===== config.mk =====
export PLATFORM = sky130hd
export DESIGN_NAME = vga_timing_gen
export DESIGN_NICKNAME = d
export VERILOG_FILES = /design/src/rtl/vga_timing_gen.sv
export SDC_FILE = /design/constraint.sdc
export NUM_CORES = 1
export LEC_CHECK = 0
export CORE_UTILIZATION = 45
export DETAILED_ROUTE_END_ITERATION = 10
export GPL_TIMING_DRIVEN = 0
export PLACE_DENSITY = 0.79
export SYNTH_ARGS = -nofsm -noshare
export SYNTH_HDL_FRONTEND = slang
export SYNTH_SLANG_ARGS = --single-unit
export TNS_END_PERCENT = 30

===== constraint.sdc =====
create_clock -name clk -period 1.85 [get_ports clk]
set_input_delay 0.37 -clock clk [delete_from_list [all_inputs] [get_ports clk]]
set_output_delay 0.37 -clock clk [all_outputs]
set_load 0.01 [all_outputs]

===== src/rtl/vga_timing_gen.sv =====
// vga_timing_gen: VGA pixel counters, sync/DE generation and line/frame ticks.
// Ports: clk, rst (async, active-high), pix_ce in; x, y (undelayed counters),
//   hsync, vsync, de (delayed OUT_LATENCY clks), line_start, frame_start,
//   vblank (undelayed), frame_cnt out.
// Optional macro VGA_FRAME_CNT_EN: enables the 16-bit frame counter;
//   when undefined frame_cnt is tied to zero.
module vga_timing_gen #(
  parameter int H_ACTIVE    = 640,
  parameter int H_FP        = 16,
  parameter int H_SYNC      = 96,
  parameter int H_BP        = 48,
  parameter int V_ACTIVE    = 480,
  parameter int V_FP        = 10,
  parameter int V_SYNC      = 2,
  parameter int V_BP        = 33,
  parameter bit SYNC_POL    = 1'b0,
  parameter int OUT_LATENCY = 1
) (
  input  logic        clk,
  input  logic        rst,
  input  logic        pix_ce,
  output logic [9:0]  x,
  output logic [9:0]  y,
  output logic        hsync,
  output logic        vsync,
  output logic        de,
  output logic        line_start,
  output logic        frame_start,
  output logic        vblank,
  output logic [15:0] frame_cnt
);

  localparam int H_TOTAL = H_ACTIVE + H_FP + H_SYNC + H_BP;
  localparam int V_TOTAL = V_ACTIVE + V_FP + V_SYNC + V_BP;

  localparam logic [9:0] H_LAST = 10'(H_TOTAL - 1);
  localparam logic [9:0] V_LAST = 10'(V_TOTAL - 1);
  localparam logic [9:0] H_ACT  = 10'(H_ACTIVE);
  localparam logic [9:0] V_ACT  = 10'(V_ACTIVE);
  localparam logic [9:0] HS_BEG = 10'(H_ACTIVE + H_FP);
  localparam logic [9:0] HS_END = 10'(H_ACTIVE + H_FP + H_SYNC);
  localparam logic [9:0] VS_BEG = 10'(V_ACTIVE + V_FP);
  localparam logic [9:0] VS_END = 10'(V_ACTIVE + V_FP + V_SYNC);

  // {hsync, vsync, de} with every signal deasserted
  localparam logic [2:0] IDLE = {~SYNC_POL, ~SYNC_POL, 1'b0};

  if (OUT_LATENCY < 0 || OUT_LATENCY > 4 ||
      H_ACTIVE < 1 || H_FP < 1 || H_SYNC < 1 || H_BP < 1 ||
      V_ACTIVE < 1 || V_FP < 1 || V_SYNC < 1 || V_BP < 1 ||
      H_TOTAL > 1024 || V_TOTAL > 1024) begin : g_bad_cfg
    $error("vga_timing_gen: illegal timing parameters");
  end

  logic [9:0] h_cnt_q, h_cnt_d;
  logic [9:0] v_cnt_q, v_cnt_d;
  logic       line_q, line_d;
  logic       frame_q, frame_d;
  logic       h_wrap, v_wrap;

  always_comb begin
    h_wrap  = (h_cnt_q == H_LAST);
    v_wrap  = (v_cnt_q == V_LAST);
    h_cnt_d = h_cnt_q;
    v_cnt_d = v_cnt_q;
    line_d  = 1'b0;
    frame_d = 1'b0;
    if (pix_ce) begin
      h_cnt_d = h_wrap ? 10'd0 : h_cnt_q + 10'd1;
      if (h_wrap) begin
        v_cnt_d = v_wrap ? 10'd0 : v_cnt_q + 10'd1;
      end
      // ticks flag the step into (0,*) / (0,0), never the reset state
      line_d  = h_wrap;
      frame_d = h_wrap && v_wrap;
    end
  end

  always_ff @(posedge clk or posedge rst) begin
    if (rst) begin
      h_cnt_q <= '0;
      v_cnt_q <= '0;
      line_q  <= 1'b0;
      frame_q <= 1'b0;
    end else begin
      h_cnt_q <= h_cnt_d;
      v_cnt_q <= v_cnt_d;
      line_q  <= line_d;
      frame_q <= frame_d;
    end
  end

  logic       hs_raw, vs_raw, de_raw;
  logic [2:0] raw;
  logic [2:0] dly_out;

  always_comb begin
    hs_raw = (h_cnt_q >= HS_BEG && h_cnt_q < HS_END) ? SYNC_POL : ~SYNC_POL;
    vs_raw = (v_cnt_q >= VS_BEG && v_cnt_q < VS_END) ? SYNC_POL : ~SYNC_POL;
    de_raw = (h_cnt_q < H_ACT) && (v_cnt_q < V_ACT);
    raw    = {hs_raw, vs_raw, de_raw};
  end

  // Delay line runs every clk so RGB registered downstream stays aligned
  // regardless of pix_ce.
  if (OUT_LATENCY == 0) begin : g_pass
    // (0,0) is a visible pixel, so de is masked while reset is held
    assign dly_out = {raw[2:1], raw[0] & ~rst};
  end else begin : g_dly
    logic [2:0] dly_q [OUT_LATENCY];

    always_ff @(posedge clk or posedge rst) begin
      if (rst) begin
        for (int i = 0; i < OUT_LATENCY; i++) begin
          dly_q[i] <= IDLE;
        end
      end else begin
        dly_q[0] <= raw;
        for (int i = 1; i < OUT_LATENCY; i++) begin
          dly_q[i] <= dly_q[i-1];
        end
      end
    end

    assign dly_out = dly_q[OUT_LATENCY-1];
  end

`ifdef VGA_FRAME_CNT_EN
  logic [15:0] fcnt_q, fcnt_d;

  always_comb begin
    fcnt_d = fcnt_q + {15'd0, frame_d};
  end

  always_ff @(posedge clk or posedge rst) begin
    if (rst) begin
      fcnt_q <= '0;
    end else begin
      fcnt_q <= fcnt_d;
    end
  end

  assign frame_cnt = fcnt_q;
`else
  assign frame_cnt = 16'd0;
`endif

  assign x           = h_cnt_q;
  assign y           = v_cnt_q;
  assign hsync       = dly_out[2];
  assign vsync       = dly_out[1];
  assign de          = dly_out[0];
  assign line_start  = line_q;
  assign frame_start = frame_q;
  assign vblank      = (v_cnt_q >= V_ACT);

endmodule


Word-level counts from Yosys, hierarchy flattened
Index checks and enable logic that the tools add are counted.
Storage, ports and cells
  word-level logic and storage cells: 27
  bits of input ports: 3
  output and inout port bits: 42
  register bits after elaboration: 25
Operators by class
  add/sub/neg operators: 2
  order comparisons: 7
  equality and inequality tests: 2
  muxes and demuxes: 6
  reduce and logical (&&, ||, !) cells: 5
Operators by type and width (number)
  adder 10 x 1 -> 10 bit, second input constant: 2
  == test 10 bit, second input constant: 2
  greater-or-equal comparator 10 x 9 -> 1 bit, second input constant: 2
  < comparator 10 bit, second input constant: 2
  < comparator 10 x 9 -> 1 bit, second input constant: 2
  2-to-1 mux 10 bit: 2
  greater-or-equal comparator 10 bit, second input constant: 1
  logical AND 1 bit: 4
  2-to-1 mux 1 bit: 4
  AND reduction 2 bit: 1

Depth between registers and ports, before layout
  word-level depth: 3
  depth in mapped cells: 8
  gate-level depth less buffers: 6

Least setup slack after synthesis
No wires, ideal clock.
  kind: reg2reg
  start: register h_cnt_q[1], in the netlist x[1]
  end: register v_cnt_q[8], in the netlist y[8]
  library setup time: 127 ps
  required time: 1723 ps
  stages on the path, launching flop included: 9
  data arrival time: 1573 ps
  path slack: 150 ps
  path through: dfrtp_1 -> ha_1 -> and3_1 -> clkbuf_1 -> nand4_4 -> clkinv_2 -> buf_6 -> nand4_1 -> xnor2_1
Between the ends
  cells in the longest elaborated chain, start to end: 2
Ends and longest elaborated chain
  start, declared: RTL line 55  | logic [9:0] h_cnt_q, h_cnt_d;
  start signal, assigned: RTL line 86  | h_cnt_q <= h_cnt_d;
  == test 10 bit: RTL line 62  | h_wrap = (h_cnt_q == H_LAST);
  AND reduction 2 bit (no line)
  end signal, assigned: RTL line 87  | v_cnt_q <= v_cnt_d;
  end, declared: RTL line 56  | logic [9:0] v_cnt_q, v_cnt_d;
Every way passes these cells.
A chain may end at the register's enable or synchronous reset.

Worst setup path after layout
  start: register v_cnt_q[0], in the netlist y[0]
  end: output y[0]
RTL lines
  end, declared: RTL line 23  | output logic [9:0] y,
No word-level cell between the ends.

==> flow_summary.toml <==
[floorplanning]
rows = 19
io_pins = 45
core-area_mm2 = 0.00283
start_util_pct = 48.5
die_w_um = 57.2
dieArea_mm2 = 0.00327
die_y_um = 57.2

[placed_design]
gp_congestion = 0.788
dp_hpwl_mm = 1.93
port_buffers = 28

[critical_path]
critPathSlowestCell = "clkdlybuf4s50_1"
worst_ep_arrival_time_ns = 1.41
crit_type = "flop to primary output"
cp.required_ns = 1.48
crit_path_max_incr_delay_ns = 0.59
critical_path.top_delay_family = "buffers and inverters"
path_buf_inv = 1
worstPathMaxFanout = 7
start_kind = "flop"
end_kind = "primary output"
path_cells = "clkdlybuf4s50_1"

[clock_network]
cts.path.max_buffers = 2
clk_latency_ns = 0.32
cts_tree = "done"
cts_hold_buf = 0
cts.root.buffer_cell = "clkbuf_4"
clk_pin_slew_ns = 0.14
cts.sinks = 25
numCtsBuffers = 3
ctsHtreeMaxLevel = 1

[outcome]
violations = "DRC"
status = "finished, violations left"

[timing]
relSlewSlack_pct = 39.2
fmax_ghz = 0.561
period_needed_ns = 1.78
clock_skew_ns = 0.00787
worst_pin_slew_ns = 0.911
rsz0062_at_grt = "yes"
hold_violations = 0
final_max_slew_viol_count = 0
setup_viol = 0
period_share_pct = 96.4

[cells_and_area]
final_nets = 201
layout-drive-gt1-share_pct = 22.4
fin_util_pct = 65.1
synthToLayoutAreaGrowth_pct = 34.3
diodes = 0

[route]
routed-via-count = 1089
drc = 5
drtIter0Drc = 28
vias_per_cell = 4.88
first_pass_iters = 7
ant_nets = 0
wl_per_cell_um = 12.1
wl_mm = 2.70

[power_and_ir_drop]
p_per_area_mw_per_mm2 = 682
power_leakage_nw = 0.878
finalPower_mw = 1.26
peakVddDrop_mv = 0.337

[yosys]
netlist_top_cells_count = "23 x dfrtp_1, 16 x buf_4, 11 x nand2_1"
yosysWarnings = 0
synth_area_per_cell_um2 = 9.94
synth_top_cell_by_area = "dfrtp_1"
ys_seq_elements = 25
synth_edf_count = 0
ys_types = 33
synth_top_flop_cell = "dfrtp_1"
synth_most_common_cell = "dfrtp_1"
syn_area_mm2 = 0.00137
synthArstFlopShare_pct = 100
ys_seq_area_share_pct = 45.8
yosys-top-cells-area = "dfrtp_1 42%, buf_4 8.8%, ha_1 4.6%, xnor2_1 4.5%, dfstp_2 3.8%"
syn_inst = 138
yosys.area.top_type_share_pct = 42.0

[flow_run]
cap_violations = 0

[global_route]
grt_first_pass_wirelength_mm = 4.51
antenna_found_initial = 0
grt-ovfl-total = 0
grt_max_degree = 26
grt_pass1_vias = 1036
gr-usage-all-layers_pct = 17.9

[worst_hold_path]
min_path_type = "primary input to async pin"
[where the power goes]
group,leakage [nW],total [mW],switching (mW),internal (mW)
Sequential,0.308,0.682,0.0803,0.602
Combinational,0.553,0.332,0.145,0.186
Clock,0.0177,0.242,0.162,0.0809
Total,0.878,1.26,0.387,0.869
[cells in the final DEF (no fill, tap or decap), types with 2 or more instances in the layout]
master and n:
nand3_1 10, nand4_1 6, clkbuf_4 3, xnor2_1 7, clkdlybuf4s50_1 27, dfrtp_2 5
nand2_1 10, ha_1 5, mux2i_1 2, nand2_2 2, nor2_1 8, conb_1 16
a21oi_1 2, clkinv_2 2, o21ai_0 6, nor3_1 3, dfrtp_1 18, xor2_1 3
inv_1 5, dfstp_2 2, and3_1 5, buf_4 23, nand2b_1 2, and2_1 3
nor4b_1 2
[per-layer routing]
metal  track usage, %  wire length (µm)
met3             3.17               166
met5                0                 0
met1             21.9              1170
met4             8.36                15
met2             30.8              1350
[final cells by class]
class / instances / area (µm²)
Inverter: 6 / 23.8
Timing Repair Buffer: 35 / 332
Fill cell: 231 / 987
Multi-Input combinational cell: 102 / 641
Tap cell: 31 / 38.8
Clock inverter: 1 / 5.00
Sequential cell: 25 / 634
Clock buffer: 3 / 22.5
Buffer: 20 / 145
[path summary, 6_finish.rpt]
kind                       slack, ns        startpoint  cells past startpoint          endpoint
setup / recovery                0.07  y[0]$_DFFE_PP0P_                      1              y[0]
hold / removal                  0.54               rst                      2  y[9]$_DFFE_PP0P_
setup reg to reg                0.13  x[5]$_DFFE_PP0P_                      6  y[8]$_DFFE_PP0P_
hold reg to reg                 0.56  x[2]$_DFFE_PP0P_                      1  x[2]$_DFFE_PP0P_
max in group asynchronous       0.70               rst                      2  y[5]$_DFFE_PP0P_
min in group clk                0.56  x[2]$_DFFE_PP0P_                      1  x[2]$_DFFE_PP0P_
[cell families (layout without fill, tap and decap cells)]
family                   count (synthesis)  in the layout  share of synthesized area, %
AO/OA/AOI/OAI                           14             14                          6.11
XOR/XNOR                                10             10                          6.39
adder cells (fa/ha/maj)                  5              5                          4.56
buffers and inverters                   26             65                          12.1
flip-flops                              25             25                          45.8
multiplexers                             2              2                          1.46
other                                    1             16                         0.273
AND/OR/NAND/NOR                         55             55                          23.3
[sequential cells by signal, indices dropped and copies added, names as in the netlist]
signal,flops
y,10
x,10
line_start,1
frame_start,1
dly_out,3
[per-stage QoR]
step	instances	hold slack, ns	setup TNS, ns	instance area [µm²]	worst slack [ns]
after floorplan	153	0.396	0	1430	0.150
after global placement	212	0.504	-2.15	1750	-0.320
after detailed placement	212	0.508	-3.17	1750	-0.391
after CTS	219	0.559	0	1800	0.0127
after global routing	223	0.578	-0.00687	1840	-0.00687
final	223	0.537	0	1840	0.0670
[repair_timing]
action                     4_1_cts  5_1_grt
gates resized for setup          4        7
buffers inserted                 3        4
hold endpoints to repair         0        0
pin swaps                        0        1
setup endpoints to repair        2       10
No activity file was read; power rests on OpenSTA's default activity.
